`src/rtl/uart_slip_top.sv`:
```
// Host-link receive path: 8N1 UART receiver, SLIP frame decoder, and a one-byte
// UART acknowledge carrying the payload length of each good frame.
module uart_slip_top #(
    parameter int BIT_CLKS = 32,
    parameter int MAX_LEN  = 255
) (
    input  logic       clk,
    input  logic       rst,
    input  logic       rxd,
    output logic       txd,
    output logic [7:0] dout,
    output logic       dout_valid,
    output logic       frame_end,
    output logic       frame_err,
    output logic [7:0] frame_len,
    output logic       tx_busy
);

    localparam int CW = $clog2(BIT_CLKS);
    localparam logic [CW-1:0] HALF_M1 = CW'(BIT_CLKS / 2 - 1);
    localparam logic [CW-1:0] FULL_M1 = CW'(BIT_CLKS - 1);
    localparam logic [7:0]    MAXL    = 8'(MAX_LEN);
    localparam logic [7:0]    SL_END  = 8'hC0;
    localparam logic [7:0]    SL_ESC  = 8'hDB;

    typedef enum logic [2:0] {RX_IDLE, RX_START, RX_DATA, RX_STOP, RX_BREAK} rx_state_t;
    typedef enum logic {DEC_NORMAL, DEC_ESC} dec_state_t;

    logic       sync1, rxs, rx_prev;
    logic [1:0] flush;

    // rx_prev stays low until the synchronizer holds real samples, so a line
    // held low across reset release is never mistaken for a start bit.
    always_ff @(posedge clk or posedge rst) begin
        if (rst) begin
            sync1   <= 1'b1;
            rxs     <= 1'b1;
            rx_prev <= 1'b0;
            flush   <= '0;
        end else begin
            sync1 <= rxd;
            rxs   <= sync1;
            if (flush != 2'd2)
                flush <= flush + 2'd1;
            else
                rx_prev <= rxs;
        end
    end

    rx_state_t       rx_state, rx_state_n;
    logic [CW-1:0]   rx_cnt, rx_cnt_n;
    logic [2:0]      rx_bit, rx_bit_n;
    logic [7:0]      rx_sh, rx_sh_n;
    logic            byte_ok, byte_ok_n;
    logic            rx_ferr, rx_ferr_n;

    always_ff @(posedge clk or posedge rst) begin
        if (rst) begin
            rx_state <= RX_IDLE;
            rx_cnt   <= '0;
            rx_bit   <= '0;
            rx_sh    <= '0;
            byte_ok  <= 1'b0;
            rx_ferr  <= 1'b0;
        end else begin
            rx_state <= rx_state_n;
            rx_cnt   <= rx_cnt_n;
            rx_bit   <= rx_bit_n;
            rx_sh    <= rx_sh_n;
            byte_ok  <= byte_ok_n;
            rx_ferr  <= rx_ferr_n;
        end
    end

    always_comb begin
        rx_state_n = rx_state;
        rx_cnt_n   = rx_cnt + 1'b1;
        rx_bit_n   = rx_bit;
        rx_sh_n    = rx_sh;
        byte_ok_n  = 1'b0;
        rx_ferr_n  = 1'b0;
        case (rx_state)
            RX_IDLE: begin
                rx_cnt_n = '0;
                if (rx_prev && !rxs)
                    rx_state_n = RX_START;
            end
            RX_START: begin
                if (rx_cnt == HALF_M1) begin
                    rx_cnt_n   = '0;
                    rx_bit_n   = '0;
                    rx_state_n = rxs ? RX_IDLE : RX_DATA;
                end
            end
            RX_DATA: begin
                if (rx_cnt == FULL_M1) begin
                    rx_cnt_n = '0;
                    rx_sh_n  = {rxs, rx_sh[7:1]};
                    rx_bit_n = rx_bit + 1'b1;
                    if (rx_bit == 3'd7)
                        rx_state_n = RX_STOP;
                end
            end
            RX_STOP: begin
                if (rx_cnt == FULL_M1) begin
                    rx_cnt_n = '0;
                    if (rxs) begin
                        byte_ok_n  = 1'b1;
                        rx_state_n = RX_IDLE;
                    end else begin
                        rx_ferr_n  = 1'b1;
                        rx_state_n = RX_BREAK;
                    end
                end
            end
            RX_BREAK: begin
                rx_cnt_n = '0;
                if (rxs)
                    rx_state_n = RX_IDLE;
            end
            default: rx_state_n = RX_IDLE;
        endcase
    end

    dec_state_t dec_state, dec_state_n;
    logic [7:0] len, len_n;
    logic       err, err_n;
    logic [7:0] dout_n, frame_len_n;
    logic       dout_valid_n, frame_end_n, frame_err_n;
    logic       emit, term, set_err;
    logic [7:0] emit_byte;

    always_ff @(posedge clk or posedge rst) begin
        if (rst) begin
            dec_state  <= DEC_NORMAL;
            len        <= '0;
            err        <= 1'b0;
            dout       <= '0;
            dout_valid <= 1'b0;
            frame_end  <= 1'b0;
            frame_err  <= 1'b0;
            frame_len  <= '0;
        end else begin
            dec_state  <= dec_state_n;
            len        <= len_n;
            err        <= err_n;
            dout       <= dout_n;
            dout_valid <= dout_valid_n;
            frame_end  <= frame_end_n;
            frame_err  <= frame_err_n;
            frame_len  <= frame_len_n;
        end
    end

    always_comb begin
        dec_state_n  = dec_state;
        len_n        = len;
        err_n        = err;
        dout_n       = dout;
        dout_valid_n = 1'b0;
        frame_end_n  = 1'b0;
        frame_err_n  = 1'b0;
        frame_len_n  = frame_len;
        emit         = 1'b0;
        term         = 1'b0;
        set_err      = 1'b0;
        emit_byte    = rx_sh;
        if (rx_ferr) begin
            set_err = 1'b1;
        end else if (byte_ok) begin
            if (dec_state == DEC_NORMAL) begin
                if (rx_sh == SL_END)
                    term = 1'b1;
                else if (rx_sh == SL_ESC)
                    dec_state_n = DEC_ESC;
                else
                    emit = 1'b1;
            end else begin
                dec_state_n = DEC_NORMAL;
                case (rx_sh)
                    8'hDC: begin emit = 1'b1; emit_byte = SL_END; end
                    8'hDD: begin emit = 1'b1; emit_byte = SL_ESC; end
                    SL_END: begin set_err = 1'b1; term = 1'b1; end
                    default: set_err = 1'b1;
                endcase
            end
        end
        if (emit) begin
            if (len == MAXL) begin
                set_err = 1'b1;
            end else begin
                dout_n       = emit_byte;
                dout_valid_n = 1'b1;
                len_n        = len + 1'b1;
            end
        end
        if (set_err)
            err_n = 1'b1;
        // ESC+END must see the error it just raised, hence err_n not err.
        if (term) begin
            if (err_n) begin
                frame_err_n = 1'b1;
                frame_len_n = len;
            end else if (len != 8'd0) begin
                frame_end_n = 1'b1;
                frame_len_n = len;
            end
            len_n = '0;
            err_n = 1'b0;
        end
    end

    logic [CW-1:0] tx_cnt;
    logic [3:0]    tx_bit;
    logic [8:0]    tx_sh;

    always_ff @(posedge clk or posedge rst) begin
        if (rst) begin
            txd     <= 1'b1;
            tx_busy <= 1'b0;
            tx_cnt  <= '0;
            tx_bit  <= '0;
            tx_sh   <= '1;
        end else if (!tx_busy) begin
            if (frame_end) begin
                txd     <= 1'b0;
                tx_busy <= 1'b1;
                tx_cnt  <= '0;
                tx_bit  <= '0;
                tx_sh   <= {1'b1, frame_len};
            end
        end else if (tx_cnt == FULL_M1) begin
            tx_cnt <= '0;
            if (tx_bit == 4'd9) begin
                tx_busy <= 1'b0;
            end else begin
                txd    <= tx_sh[0];
                tx_sh  <= {1'b1, tx_sh[8:1]};
                tx_bit <= tx_bit + 1'b1;
            end
        end else begin
            tx_cnt <= tx_cnt + 1'b1;
        end
    end

endmodule

```
`config.mk`:
```
export PLATFORM = sky130hd
export DESIGN_NAME = uart_slip_top
export DESIGN_NICKNAME = d
export VERILOG_FILES = /design/src/rtl/uart_slip_top.sv
export SDC_FILE = /design/constraint.sdc
export NUM_CORES = 1
export LEC_CHECK = 0
export ABC_AREA = 1
export BUFFER_PORTS_ARGS = -buffer_cell sky130_fd_sc_hd__buf_2
export CORE_MARGIN = 1
export CORE_UTILIZATION = 60
export DETAILED_ROUTE_END_ITERATION = 12
export PLACE_DENSITY = 0.79
export SLEW_MARGIN = 0
export SYNTH_ARGS = -nofsm -noshare
export SYNTH_HDL_FRONTEND = slang
export SYNTH_SLANG_ARGS = --single-unit
export TNS_END_PERCENT = 30
```
`constraint.sdc`:
```
create_clock -name clk -period 2.8 [get_ports clk]
set_input_delay 0.14 -clock clk [delete_from_list [all_inputs] [get_ports clk]]
set_output_delay 0.14 -clock clk [all_outputs]
set_load 0.01 [all_outputs]
```
==> metrics, run 1 <==
YS warnings=0; top post-synthesis cells by area=dfrtp_1, nand2_1, dfstp_2, ha_1, inv_1; status=finished, final reports clean; Critical Path, Cell by Cell=ha_1, nand3_1, inv_1, ha_1, inv_1, nor2_4, o21ai_0, a22o_1; post-CTS setup buffer count=0; RD Place Congestion=0.916; Reg2Reg Depth=8; Longest Clk Path Bufs=2; Layout fillers=roughly 450; global-route track usage on met3=under 10%; Root Buffer=clkbuf_8; I/O Pins=24; largest net degree at the start of global routing=75; GRT overflow=0; drt first pass iters=4; vias after detailed routing=around 2.7k; synthesized cell area=between 0.003 and 0.004 mm²; Die X=just under 80 µm; Worst Hold Class=in -> async; Synth Instances=slightly below 400; die height=about 79 µm; Slowest Stage Delay on Critical Path=380 ps; Worst-Skew Late Latency=about 340 ps; Post-Route WL=around 6300 µm; average wire per standard cell=between 10 and 15 µm; Max Freq=~510 MHz; CP Class=reg -> reg; core area=approximately 0.0056 mm²; Worst Setup Start Kind=flip-flop; reg2reg end=rx_bit[2]; Port Buf Inserts=23; setup TNS=0 ps; sequential area share after synthesis=a little over half; Layout area overhead=10.6%; slack of the worst reg-to-reg path=between 800 and 900 ps; Nets=approximately 440; TritonCTS Sinks=74; Yosys reg bits=74; Initial Util=between 60% and 70%; Max Slew Vio Count=0; final worst-path cycle share=between 70% and 80%; Worst EP required=roughly 3000 ps; drt drc=0; Crit path arrival time=between 2000 and 2500 ps; CP delay by family, top=simple AND/OR/NAND/NOR gates; worst-path maximum fanout=19; post-DP HPWL=~4400 µm; Final Skew=between 7 and 8 ps; Iteration-0 DRC Markers=109; power density over the cells=548 mW/mm²; max-cap violations=0; crit path buf inv count=2; Yosys top cell by area=dfrtp_1; GRT Total Usage=approximately 23%; Clock transition at path regs=roughly 70 ps; Rows=27; RR Startpoint=rx_cnt[0]; Util after Layout=a little over two thirds; synth unique cells=40; layout cell share with drive strength beyond 1=between 10% and 20%; RSZ-0062 raised after global routing=false; CP Capture Type=flip-flop; post-CTS sizing=0; Rel. slew slack=between 40% and 50%; met1 usage=between 20 and 30%; die area=between 0.006 and 0.007 mm²; CTS tree=yes; post-synth top area share=between 40 and 50%; syn nets=411; Final ANT Viol Nets=0; endpoints failing setup=0; H-tree levels=3; Worst-Margin Slew=899 ps; GRT busiest layer=met2; ant diodes=0; met2 usage=roughly 38%; first-pass GRT wire length=approximately 11,000 µm; post-synthesis area per instance=9.02 µm²; Period minus WS final=between 1500 and 2000 ps; # hold bufs at CTS=1; vias in the first global route=2,713; cts bufs inserted=9; Max rail drop VDD=0.424 mV; initial antenna violation count=0; leakage power total=slightly below 2 nW; Slowest-stage cell, CP=dfrtp_1; Final Hold Fails=0; Via density=between 5 and 6
[flip-flops by register name, indices dropped and copies added, names as in the netlist, 3 cells and up]
signal / flops
tx_cnt: 5
rx_sh: 8
rx_bit: 3
frame_len: 8
len: 8
tx_bit: 4
dout: 8
tx_sh: 8
rx_cnt: 5
rx_state: 3
[synthesized netlist by cell type]
cell type	instances
o21ai_0	18
dfstp_2	11
mux2i_1	1
nand4_4	1
o21ai_1	15
or2_1	2
a21oi_4	1
nor3_2	1
clkbuf_1	2
a311oi_1	1
o21bai_1	1
o31ai_1	3
nand2_4	3
o22ai_1	3
o21a_1	1
dfrtp_1	63
buf_2	2
buf_4	2
nor2_4	3
a31oi_1	3
nand2_2	5
inv_1	40
or2_2	1
nand3_2	2
o211ai_1	5
buf_6	1
nand2_1	95
ha_1	14
nor3_1	6
nor4_2	1
a22o_1	3
a21oi_1	7
nor2_1	33
a22oi_1	2
xor2_1	5
xnor2_1	2
nand3_1	20
nand3_4	1
nand4_1	3
inv_2	11
[layer usage]
metal	share of wire [%]	up-vias	wire length, µm
met3	3.5	8	221
met4	1.0	0	65
li1	-	1345	-
met5	0	-	0
met1	47	1271	2960
met2	48	50	3050
[through the flow]
stage                     setup slack [ps]  hold slack, ps  cells  power, mW  area [µm²]
after floorplan                        797             144    394       1.34        3550
final                                  838            63.8    501       2.15        3930
after global routing                   618             155    501       2.25        3930
after global placement                 993             245    484       1.38        3730
after detailed placement               883             248    484       1.40        3730
after CTS                              850            99.9    501       2.17        3930
[worst register-to-register path, stage by stage (launching register included)]
cell	delay [ps]
dfrtp_1	380
ha_1	200
nand3_1	120
inv_1	120
ha_1	150
inv_1	110
nor2_4	330
o21ai_0	230
a22o_1	220
[area by class of cell]
class	count	area, µm²	area share (%)
clock inverter	4	25.0	0.637
multi-input combinational	262	1450	37.0
tap	72	90.1	2.29
clock buffer	12	165	4.20
sequential	74	1870	47.5
inverter	51	191	4.87
timing repair buffer	26	140	3.56
[cells in the final DEF (no fill, tap or decap), types with 2 or more instances in the layout]
master	n
o21ai_1	15
nor2_4	3
nand4_1	3
buf_2	23
clkinv_2	2
xnor2_1	2
nor2_1	33
dfrtp_1	63
nand2_4	3
a31oi_1	3
or2_1	2
xor2_1	5
a22oi_1	2
dfstp_2	11
a21oi_1	7
ha_1	14
inv_2	12
nand2_2	5
nor3_1	6
nand3_1	20
nand2_1	95
a22o_1	3
nand3_2	2
o31ai_1	3
clkbuf_8	12
clkinvlp_4	2
o211ai_1	5
inv_1	39
buf_4	2
o21ai_0	18
o22ai_1	3
[worst max path at each step]
stage                            to  startpoint  slack, ps  cells past startpoint
after floorplan             byte_ok         rst        800                      1
after global placement    rx_bit[2]   rx_cnt[0]        990                      8
after detailed placement  rx_bit[2]   rx_cnt[0]        880                      8
after CTS                 rx_bit[2]   rx_cnt[0]        850                      8
after global routing      rx_bit[2]   rx_cnt[0]        620                      8
final                     rx_bit[2]   rx_cnt[0]        840                      8
[power by group]
part / leakage (nW) / switching, mW / internal, mW
clock network: 0.0944 / 0.380 / 0.391
registers: 0.981 / 0.0334 / 1.11
logic: 0.908 / 0.167 / 0.0749
[cells by family (layout without fill, tap and decap cells)]
logic type | after synthesis | after routing | share of synthesized area, %
AND/OR/NAND/NOR | 177 | 177 | 23.3
flip-flops | 74 | 74 | 52.5
AO/OA/AOI/OAI | 63 | 63 | 10.7
buffers and inverters | 58 | 93 | 6.62
adder cells (fa/ha/maj) | 14 | 14 | 4.93
XOR/XNOR | 7 | 7 | 1.72
multiplexers | 1 | 1 | 0.282
(Power assumes the default switching activity.)
==> run 2: changes to the inputs <==
Clock period 2.8 ns to 1.92 ns, I/O delays scaled along.
==> run 2 against run 1 <==
Effect of this change:
- power rose by 44%
- cell count rose by 0.80%
- fmax rose by 8.1%
- worst hold slack better by 250 ps
- clock skew about the same
- sequential share of layout area down 0.54 points
- final area up 1.1%
- combinational power rose by 53%
- first-iteration DRC count is 0.92% lower
==> metrics, run 2 (synthesis gave the netlist of run 1 again) <==
Worst-Margin Slew=around 460 ps; Nets=445; GRT Total Usage=between 20% and 30%; worst-path maximum fanout=18; commonest non-fill, non-tap cell in the layout=nand2_1; endpoints failing setup=0; Clock transition at path regs=roughly 70 ps; Final Hold Fails=0; Root Buffer=clkbuf_8; Port Buf Inserts=23; top routing layer used=met4; max-cap violations=0; die height=around 79 µm; die area=0.00624 mm²; drt first pass iters=5; Period minus WS final=1820 ps; Clock Power Share=around a third; Worst-Skew Late Latency=~340 ps; most frequent cells in the layout=nand2_1, dfrtp_1, inv_1; CP Class=reg -> reg; Cell Int Power=2.27 mW; average wire per standard cell=12.4 µm; Rows=27; CP Capture Type=flip-flop; Post-Route WL=~6300 µm; Iteration-0 DRC Markers=around 110; sw power=826 µW; Worst Setup Start Kind=flip-flop; RD Place Congestion=0.856; ant diodes=0; met1 wire length=between 2000 and 3000 µm; Rel. slew slack=between 60% and 70%; Via density=~5.2; RR Startpoint=tx_cnt[0]; reg2reg end=tx_bit[2]; RSZ-0062 raised after global routing=true; vias after detailed routing=approximately 2.6k; H-tree levels=3; core area=approximately 0.0056 mm²; vias in the first global route=between 2k and 3k; Layout area overhead=11.9%; Comb pwr share=12.0%; Slowest-stage cell, CP=dfrtp_1; largest net degree at the start of global routing=28; Worst Hold Class=in -> async; Longest Clk Path Bufs=2; Initial Util=63.4%; Sw Ratio=between 20% and 30%; final worst-path cycle share=between 90 and 100%; status=finished, final reports clean; met2 WL post-DR=2980 µm; Max Freq=~550 MHz; GRT overflow=0; metal3 WL=223 µm; setup TNS=0 ps; Max Slew Vio Count=0; Max rail drop VDD=around 0.49 mV; Slowest Stage Delay on Critical Path=between 300 and 400 ps; initial antenna violation count=0; Non-Filler Instances=~510; Crit path arrival time=just over 2000 ps; Reg power frac=a little over half; Reg2Reg Depth=11; power density over the cells=~780 mW/mm²; Layout fillers=between 400 and 500; post-DP HPWL=between 4000 and 5000 µm; post-CTS setup buffer count=0; CTS tree=yes; Worst EP required=~2100 ps; I/O Pins=24; Final Skew=around 7 ps; first-pass GRT wire length=between 10,000 and 15,000 µm; drt drc=0; cts bufs inserted=9; Die X=approximately 79 µm; TritonCTS Sinks=74; slack of the worst reg-to-reg path=100 ps; Final ANT Viol Nets=0; leakage power total=between 2 and 2.5 nW; Critical Path, Cell by Cell=ha_1, nand2_1, nor2_1, ha_1, nor2_1, inv_1, nand3_2, inv_6, nand2_1, o22ai_1, a21oi_1; # placed instances=a little under 500; layout cell share with drive strength beyond 1=about a fifth
[run 2: power groups by stage]
stage / sequential, mW / clock (mW) / combinational, mW
5_1_grt: 1.67 / 1.15 / 0.426
6_report: 1.66 / 1.07 / 0.371
3_5_place_dp: 1.69 / 0 / 0.355
3_3_place_gp: 1.69 / 0 / 0.336
4_1_cts: 1.66 / 1.10 / 0.356
2_1_floorplan: 1.68 / 0 / 0.276
[run 2: repair_timing]
| action | CTS | global route |
|---|---|---|
| resized for setup | 0 | 6 |
| setup endpoints to repair | 0 | 5 |
| hold buffers | 2 | 0 |
| endpoints found under the hold margin | 17 | 0 |
[run 2: routing by layer]
| layer | up-vias | track usage (%) |
|---|---|---|
| li1 | 1347 | - |
| met1 | 1239 | 29.5 |
| met2 | 41 | 38.7 |
| met3 | 8 | 4.25 |
| met4 | 0 | 12.0 |
| met5 | - | 0 |
[run 2: how the worst max path moves through the flow]
stage,startpoint,to,slack [ps]
final,tx_cnt[0],tx_bit[2],100
after CTS,tx_cnt[0],tx_bit[2],50
after global routing,tx_cnt[0],tx_bit[2],-3
after global placement,tx_cnt[0],tx_bit[2],210
after floorplan,tx_cnt[0],tx_sh[0],270
after detailed placement,tx_cnt[0],tx_bit[2],70
[run 2: critical path, delay by kind of cell (launching register included)]
family	cells	cell delay [ps]
AO/OA/AOI/OAI	2	190
adder cells (fa/ha/maj)	2	340
AND/OR/NAND/NOR	5	510
buffers and inverters	2	280
flip-flops	1	380
[run 2: final cells by class]
cell class                 count  area [µm²]  area share [%]
clock buffer                  13         159            4.00
clock inverter                 3        15.0           0.378
sequential                    74        1870            46.9
inverter                      51         200            5.03
multi-input combinational    262        1460            36.8
timing repair buffer          30         185            4.66
tap                           72        90.1            2.27
[run 2: through the flow]
| step | cell area (µm²) | hold slack, ps | power, mW | util (%) | worst slack, ps |
|---|---|---|---|---|---|
| floorplan | 3560 | 100 | 1.96 | - | 266 |
| global placement | 3770 | 134 | 2.02 | 67.2 | 208 |
| detailed placement | 3770 | 141 | 2.04 | 67.2 | 69.2 |
| CTS | 3960 | 316 | 3.11 | 70.7 | 47.9 |
| global route | 3980 | 348 | 3.25 | 70.9 | -3.39 |
| finish | 3980 | 317 | 3.10 | 70.9 | 105 |
